## config.mk

```make
export PLATFORM = sky130hd
export DESIGN_NAME = ftoi_seq
export DESIGN_NICKNAME = d
export VERILOG_FILES = /design/src/rtl/ftoi_seq.sv
export SDC_FILE = /design/constraint.sdc
export NUM_CORES = 1
export LEC_CHECK = 0
export CAP_MARGIN = 5
export CORE_ASPECT_RATIO = 1.4
export CORE_MARGIN = 4
export CORE_UTILIZATION = 49
export DETAILED_ROUTE_END_ITERATION = 16
export GPL_TIMING_DRIVEN = 0
export PLACE_DENSITY = 0.79
export SYNTH_ARGS = -nofsm -noshare
export SYNTH_HDL_FRONTEND = slang
export SYNTH_SLANG_ARGS = --single-unit
```

## constraint.sdc

```tcl
create_clock -name clk -period 10.75 [get_ports clk]
set_input_delay 2.15 -clock clk [delete_from_list [all_inputs] [get_ports clk]]
set_output_delay 2.15 -clock clk [all_outputs]
set_load 0.03 [all_outputs]
```

## src/rtl/ftoi_seq.sv

```systemverilog
// Sequential float -> fixed-point integer converter: one shift bit per cycle,
// round-to-nearest-even, saturation with invalid/inexact flags, valid/ready on both sides.
package svfloat;
  typedef struct packed {
    logic        sign;
    logic [7:0]  exponent;
    logic [22:0] mantissa;
  } float32;

  typedef struct packed {
    logic        sign;
    logic [10:0] exponent;
    logic [51:0] mantissa;
  } float64;
endpackage

module ftoi_seq #(
  parameter type float = svfloat::float32,
  parameter int  width = 32,
  parameter int  frac  = 0
) (
  input  logic                    clk,
  input  logic                    rst,
  input  logic                    in_valid,
  output logic                    in_ready,
  input  logic [$bits(float)-1:0] in,
  input  logic                    issigned,
  output logic                    out_valid,
  input  logic                    out_ready,
  output logic [width-1:0]        out,
  output logic                    flag_invalid,
  output logic                    flag_inexact
);

  float w_f;
  assign w_f = in;

  localparam int MBITS = $bits(w_f.mantissa);
  localparam int EBITS = $bits(w_f.exponent);
  localparam int BIAS  = 2 ** (EBITS - 1) - 1;
  localparam int M     = MBITS + 1;
  localparam int NMAX  = M + 2;
  localparam int CNTW  = $clog2(NMAX + 1);
  localparam int ACCW  = width + 1;

  localparam logic [width-1:0] SMAX   = {1'b0, {(width-1){1'b1}}};
  localparam logic [width-1:0] SMIN   = {1'b1, {(width-1){1'b0}}};
  localparam logic [width+1:0] LIM_U  = {2'b00, {width{1'b1}}};
  localparam logic [width+1:0] LIM_SP = {3'b000, {(width-1){1'b1}}};
  localparam logic [width+1:0] LIM_SN = {3'b001, {(width-1){1'b0}}};

  typedef enum logic [1:0] {IDLE, SHIFT, ROUND, DONE} state_t;

  state_t            r_state, w_next;
  logic [ACCW-1:0]   r_acc;
  logic              r_guard, r_sticky;
  logic [CNTW-1:0]   r_cnt;
  logic              r_left, r_sign, r_signed;
  logic [width-1:0]  r_out;
  logic              r_inv, r_inex;

  function automatic logic [width-1:0] sat(input logic neg, input logic sgn);
    if (sgn) return neg ? SMIN : SMAX;
    return neg ? '0 : '1;
  endfunction

  // Operand decode, only consumed in the capture cycle
  int           w_e, w_shl, w_n;
  logic         w_special, w_zero, w_nan;
  logic [M-1:0] w_sig;

  always_comb begin
    w_nan     = (w_f.exponent == '1) && (w_f.mantissa != '0);
    w_zero    = (w_f.exponent == '0) && (w_f.mantissa == '0);
    w_e       = (w_f.exponent == '0) ? 1 - BIAS : int'(w_f.exponent) - BIAS;
    w_special = (w_f.exponent == '1) || (w_e + frac > width);
    w_shl     = w_e - MBITS + frac;
    w_n       = (w_shl < 0) ? -w_shl : w_shl;
    if (w_n > NMAX) w_n = NMAX;
    w_sig     = {(w_f.exponent != '0), w_f.mantissa};
  end

  // Rounding and range check; magnitude carries two extra bits so overflow is visible
  logic             w_inc, w_ovf, w_rinv, w_rinex;
  logic [width+1:0] w_m;
  logic [width-1:0] w_rout;

  always_comb begin
    w_inc   = r_guard && (r_sticky || r_acc[0]);
    w_m     = {1'b0, r_acc} + {{(width+1){1'b0}}, w_inc};
    w_rinex = r_guard || r_sticky;
    w_rinv  = 1'b0;
    if (r_signed) w_ovf = r_sign ? (w_m > LIM_SN) : (w_m > LIM_SP);
    else          w_ovf = r_sign ? (w_m != '0)    : (w_m > LIM_U);
    if (w_ovf) begin
      w_rout  = sat(r_sign, r_signed);
      w_rinv  = 1'b1;
      w_rinex = 1'b0;
    end else if (r_sign) begin
      w_rout = r_signed ? -w_m[width-1:0] : '0;
    end else begin
      w_rout = w_m[width-1:0];
    end
  end

  always_ff @(posedge clk) begin
    if (rst) r_state <= IDLE;
    else     r_state <= w_next;
  end

  always_comb begin
    w_next = r_state;
    case (r_state)
      IDLE: begin
        if (in_valid) begin
          if (w_special || w_zero) w_next = DONE;
          else if (w_n == 0)       w_next = ROUND;
          else                     w_next = SHIFT;
        end
      end
      SHIFT:   if (r_cnt == CNTW'(1)) w_next = ROUND;
      ROUND:   w_next = DONE;
      DONE:    if (out_ready) w_next = IDLE;
      default: w_next = IDLE;
    endcase
  end

  always_ff @(posedge clk) begin
    if (rst) begin
      r_acc    <= '0;
      r_guard  <= 1'b0;
      r_sticky <= 1'b0;
      r_cnt    <= '0;
      r_left   <= 1'b0;
      r_sign   <= 1'b0;
      r_signed <= 1'b0;
      r_out    <= '0;
      r_inv    <= 1'b0;
      r_inex   <= 1'b0;
    end else begin
      case (r_state)
        IDLE: begin
          if (in_valid) begin
            r_sign   <= w_f.sign;
            r_signed <= issigned;
            r_acc    <= ACCW'(w_sig);
            r_guard  <= 1'b0;
            r_sticky <= 1'b0;
            r_cnt    <= CNTW'(w_n);
            r_left   <= (w_shl > 0);
            if (w_special) begin
              // NaN saturates toward +max whatever its sign bit
              r_out  <= sat(w_f.sign && !w_nan, issigned);
              r_inv  <= 1'b1;
              r_inex <= 1'b0;
            end else if (w_zero) begin
              r_out  <= '0;
              r_inv  <= 1'b0;
              r_inex <= 1'b0;
            end
          end
        end
        SHIFT: begin
          r_cnt <= r_cnt - CNTW'(1);
          if (r_left) begin
            r_acc <= {r_acc[ACCW-2:0], 1'b0};
          end else begin
            r_acc    <= r_acc >> 1;
            r_guard  <= r_acc[0];
            r_sticky <= r_sticky | r_guard;
          end
        end
        ROUND: begin
          r_out  <= w_rout;
          r_inv  <= w_rinv;
          r_inex <= w_rinex;
        end
        default: ;
      endcase
    end
  end

  assign in_ready     = (r_state == IDLE);
  assign out_valid    = (r_state == DONE);
  assign out          = r_out;
  assign flag_invalid = r_inv;
  assign flag_inexact = r_inex;

endmodule

```

Word level (Yosys, flattened, before mapping)
Cells that the tools add are included.
Cells by class
  magnitude comparators: 7
  bitwise gates (word level): 1
  reduce and logical (&&, ||, !) cells: 23
  add/sub/neg operators: 6
  eq/ne operators: 10
  muxes and demuxes: 53
Operators with widths (number)
  $mux W32: 17
  $gt A34 B32 Y1 const B: 2
  $mux W33: 2
  $pmux W33 S2: 1
  $neg A32 Y32: 2
  $pmux W32 S2: 1
  $add A33 B1 Y34: 1
  $gt A34 B31 Y1 const B: 1
  $reduce_bool A34 Y1: 1
  $gt A32 B1 Y1 const B: 1
  $gt A32 B6 Y1 const B: 1
  $gt A32 B7 Y1 const B: 1
  $logic_not A32 Y1: 1
  $lt A32 B1 Y1 const B: 1
  $sub A32 B6 Y32 const B: 1
  $logic_not A23 Y1: 1
  $reduce_bool A23 Y1: 1
  $mux W1: 20
  $mux W2: 5
  $pmux W5 S2: 1
  $reduce_and A3 Y1: 3
  $sub A8 B7 Y9 const B: 1
  $eq A8 B8 Y1 const B: 1
  $logic_not A8 Y1: 1
  other kinds (18): 32
Storage, ports and cells
  bits in registers: 79
  word-level logic and storage cells: 111
  output and inout port bits: 36
  input bits: 37

Logic depth before layout (Yosys ltp)
  depth in word-level cells: 12
  gate-level depth with buffers: 20
  depth with buffers taken out: 18

Worst setup path before layout
OpenSTA, ideal clock, no wires.
  path type: input-to-reg
  start point: in in[23]
  end point: reg r_cnt[4]
  stages on the path: 19
  buffers on the path: 1
  data required time: 10629 ps
  path slack: 4128 ps
  data arrival time: 6501 ps
  setup time: 121 ps
  cell sequence: clkbuf_1 -> inv_1 -> ha_1 -> nor4bb_1 -> a211oi_1 -> a21oi_1 -> or4_1 -> ha_1 -> nor2_1 -> nand2_1 -> nor3_1 -> nand3_1 -> nor4_1 -> mux2i_1 -> o2111ai_1 -> nor4_1 -> nand4b_1 -> a211oi_1 -> o21ai_0
On the way
  word-level cells in the longest chain between the ends: 9
  elaborated cells between the ends (all ways): 11
  those cells by class: 3 x add/sub; 2 x order compare; 5 x mux; 1 x reduce/logical
Ends and longest elaborated chain
  start, declared: RTL line 26  | input logic [$bits(float)-1:0] in,
  $sub A8 B7 Y9 / $logic_not A8 Y1 (equally long branches): RTL line 75  | w_e = (w_f.exponent == '0) ? 1 - BIAS : int'(w_f.exponent) - BIAS;
  $mux W32 *: RTL line 75
  $sub A32 B6 Y32 *: RTL line 77  | w_shl = w_e - MBITS + frac;
  $neg A32 Y32 / $lt A32 B1 Y1 (equally long branches): RTL line 78  | w_n = (w_shl < 0) ? -w_shl : w_shl;
  $mux W32 *: RTL line 78
  $gt A32 B6 Y1: RTL line 79  | if (w_n > NMAX) w_n = NMAX;
  $mux W32 *: RTL line 79
  $mux W5 *: RTL line 143  | if (in_valid) begin
  $pmux W5 S2 *: RTL line 141  | case (r_state)
  end signal, assigned: RTL line 149  | r_cnt <= CNTW'(w_n);
  end signal, assigned: RTL line 164  | r_cnt <= r_cnt - CNTW'(1);
  end, declared: RTL line 57  | logic [CNTW-1:0] r_cnt;
Mark *: on every way between the ends. The rest lies on a longest branch, timed or not. The select of a mux whose other input is x is not followed.
A chain may end at the register's enable or synchronous reset.

Worst setup path in the final report
  start point: in in[23]
  end point: reg r_cnt[3]
Same word-level chain as after synthesis.

==> impl_metrics.json <==
{
  "groute.usage.overall_pct": 25.1,
  "swShare_pct": 48.6,
  "wirelength_mm": 22.6,
  "hold_class": "reg2reg",
  "grt_overflow": 0,
  "area_growth_pct": 16.4,
  "cts_root_buf": "clkbuf_16",
  "layout_worst_path_cycle_share_pct": 77.5,
  "leakage_uw": 0.00298,
  "drc": 0,
  "cts.sinks": 79,
  "skew_ps": 5.97,
  "cts.htree.levels": 3,
  "holdBufCountCts": 0,
  "post_cts_buffers": 0,
  "cpMaxStageDelayCell": "nor4_1",
  "fp.dieH_um": 155,
  "worst_pin_slew_ps": 1210,
  "crit_cells": 20,
  "dpl-instance-area_mm2": 0.00849,
  "crit_arrival_ps": 8520,
  "ant_nets": 0,
  "synth-async-reset-ratio_pct": 0,
  "ff_latch_area_mm2": 0.00158,
  "hpwlAfterDp_mm": 17.7,
  "antenna_found_initial": 0,
  "dieArea_mm2": 0.0175,
  "max_freq_mhz": 120,
  "p_seq_share_pct": 21.9,
  "rsz0062_at_grt": "false",
  "dr.pass1.iters": 5,
  "fp-row-count": 53,
  "ys_seq_elements": 79,
  "cts_tree": "yes",
  "nets": 1171,
  "r2r_cells": 17,
  "drt_iter0_drc": 540,
  "path_clk_slew_ps": 60,
  "cts_buffers": 9,
  "comb_power_share_pct": 63.8,
  "critical_path.cell_chain": "clkdlybuf4s50_1 -> clkbuf_1 -> inv_1 -> ha_1 -> nor4bb_1 -> a211oi_1 -> a21oi_1 -> or4_1 -> ha_1 -> nor2_1 -> nand2_1 -> nor3_1 -> nand3_1 -> nor4_1 -> nor3_1 -> a31oi_1 -> nor4bb_1 -> nand3_1 -> o31ai_1 -> a211oi_1",
  "cp.required_ps": 10940,
  "setup_viol": 0,
  "avgViaCountPerCell": 6.02,
  "syn_area_mm2": 0.00755,
  "cp_max_fo": 10,
  "grt_pass1_wl_mm": 36.3,
  "crit_path_start_kind": "primary input",
  "p_int_uw": 1110,
  "dieWidth_um": 113,
  "worst_skew_pair.late_latency_ps": 340,
  "core_mm2": 0.0151,
  "grt_max_degree": 18,
  "syn_inst": 1025,
  "clock_path_buffers": 2,
  "period_minus_slack_ps": 8330,
  "critPathMaxStageDelay_ps": 660,
  "cp.buffers_inverters": 3,
  "place.gp.congestion": 0.934,
  "drv_cap": 0,
  "start_util_pct": 50.2,
  "finalHoldViolCount": 0,
  "crit_path_end_kind": "flop",
  "finalPower_uw": 2170,
  "grt_pass1_vias": 7509,
  "clockPowerShare_pct": 14.2,
  "synth_edf_count": 0,
  "ys_seq_area_share_pct": 20.9,
  "min_path_cells": 2,
  "vdd_drop_max_uv": 163,
  "fin_util_pct": 58.4,
  "powerDensity_mw_per_mm2": 246,
  "avgRoutedWirePerCell_um": 17.4,
  "via_count": 7838,
  "io_pins": 73,
  "status": "finished, final reports clean",
  "synth_flop_cell": "dfxtp_1",
  "p_sw_uw": 1050,
  "port_buffers": 70,
  "n_antenna_cell": 0,
  "synth_cell_types": 84,
  "ys_warn_count": 0,
  "setup.worst_path.class": "in2reg",
  "drive_above_1_share_pct": 8.19,
  "path_delay_family": "simple AND/OR/NAND/NOR gates",
  "multi_input_area_mm2": 0.00550,
  "postSynthAreaPerCell_um2": 7.37,
  "n_fill_cell": 1416,
  "finalSetupTns_ps": 0,
  "slew_headroom_pct": 18.7,
  "finalMaxSlewViolations": 0,
  "stdcell_area_mm2": 0.00879,
  "syn_nets": 1090,
  "cts-resized-gates": 0
}
layout make-up:
| type | instances | area share [%] |
|---|---|---|
| Buffer | 81 | 4.35 |
| Clock buffer | 9 | 2.56 |
| Clock inverter | 7 | 0.825 |
| Inverter | 23 | 0.982 |
| Multi-Input combinational cell | 842 | 62.6 |
| Sequential cell | 79 | 18.0 |
| Tap cell | 192 | 2.73 |
| Timing Repair Buffer | 70 | 7.97 |
synth_stat cells, types with 4 or more instances:
master,n,area (um2)
nand2_2,12,75.1
or3_1,8,50.1
ha_1,28,350
buf_1,8,30.0
nor3b_1,4,30.0
a31oi_1,15,93.8
o21ai_1,4,20.0
nand4_1,18,113
o21ai_0,36,180
a221oi_1,4,35.0
o311ai_0,4,35.0
dfxtp_1,79,1580
a22oi_1,5,37.5
a211o_1,7,61.3
a21oi_1,54,270
nand2b_1,10,62.6
nand3b_1,7,52.6
nor4_1,17,106
nor4b_1,4,35.0
a211oi_1,45,338
nand2_1,75,282
clkbuf_1,57,214
nor2_1,152,571
o21a_1,4,30.0
mux2i_1,38,380
and4_1,6,52.6
and3_1,17,106
or2_2,8,50.1
xor2_1,27,236
and2_1,9,56.3
a211oi_2,20,250
or4_1,8,60.1
a21boi_0,5,37.5
buf_2,8,40.0
xnor2_1,52,455
nor3_1,37,185
inv_1,22,82.6
nand3_1,40,200
placed cells by master, fill, tap and decap left out, drive strengths merged, types with 4 or more instances in the layout:
master,n
o41ai,4
a31oi,15
xnor2,52
clkbuf,66
nor2,152
a221oi,4
and4,6
nand3b,7
mux2i,38
nand2,87
nor4b,4
ha,28
clkdlybuf4s50,70
a211oi,66
a22oi,5
and2,11
inv,23
nor3b,4
or3,8
dfxtp,79
nand4,19
buf,24
nand2b,10
a21boi,6
or4,9
nor3,38
o311ai,4
clkinv,4
or2,8
o21ai,40
nor4,19
o21a,4
a21oi,55
a211o,7
nand3,40
xor2,27
and3,17
tightest hold or removal path, delay by kind of cell, from the launching register on:
| family | cells | cell delay [ps] |
|---|---|---|
| compound gates | 1 | 50 |
| flops | 1 | 310 |
| simple gates | 1 | 50 |
routing by layer:
metal / wire [um] / vias up / track usage, %
met5: 0 / - / 0
met4: 1180 / 0 / 13.8
met3: 956 / 75 / 3.19
met2: 11800 / 270 / 47.5
met1: 8680 / 3616 / 26.3
li1: - / 3877 / -
sequential cells by signal, summed over array words and instances (netlist names):
name,cells
r_acc,33
r_sign,1
r_left,1
r_sticky,1
flag_inexact,1
r_cnt,5
flag_invalid,1
r_guard,1
r_signed,1
out,32
r_state,2
stage by stage:
step                cells  hold WS [ps]  setup WS (ps)
finish               1303           465           2420
global route         1303           500           1980
CTS                  1303           460           2540
detailed placement   1287           451           2200
global placement     1287           450           2160
floorplan            1025           457           4130
power groups by stage:
stage	registers (uW)	clock network, uW	logic (uW)
floorplan	590	0	890
global placement	476	0	1350
detailed placement	481	0	1370
CTS	475	311	1380
global route	492	322	1510
finish	476	308	1380
cell families (layout without fill, tap and decap cells):
logic type,Yosys count,in the layout,share of synthesized area [%]
DFF,79,79,20.9
adders and majority gates,28,28,4.64
buffers and inverters,104,190,6.21
and+or+nand+nor,453,453,30.3
AOI/OAI and AO/OA,241,241,23.1
xor gates and xnor gates,80,80,9.47
muxes,40,40,5.33
worst paths after layout:
kind | end | slack [ps] | from
worst max register to register | out[21] | 5810 | r_acc[0]
worst min-delay path | flag_invalid | 470 | flag_invalid
worst min register to register | flag_invalid | 470 | flag_invalid
worst max-delay path | r_cnt[3] | 2420 | in[23]
No activity file was read; power rests on OpenSTA's default activity.
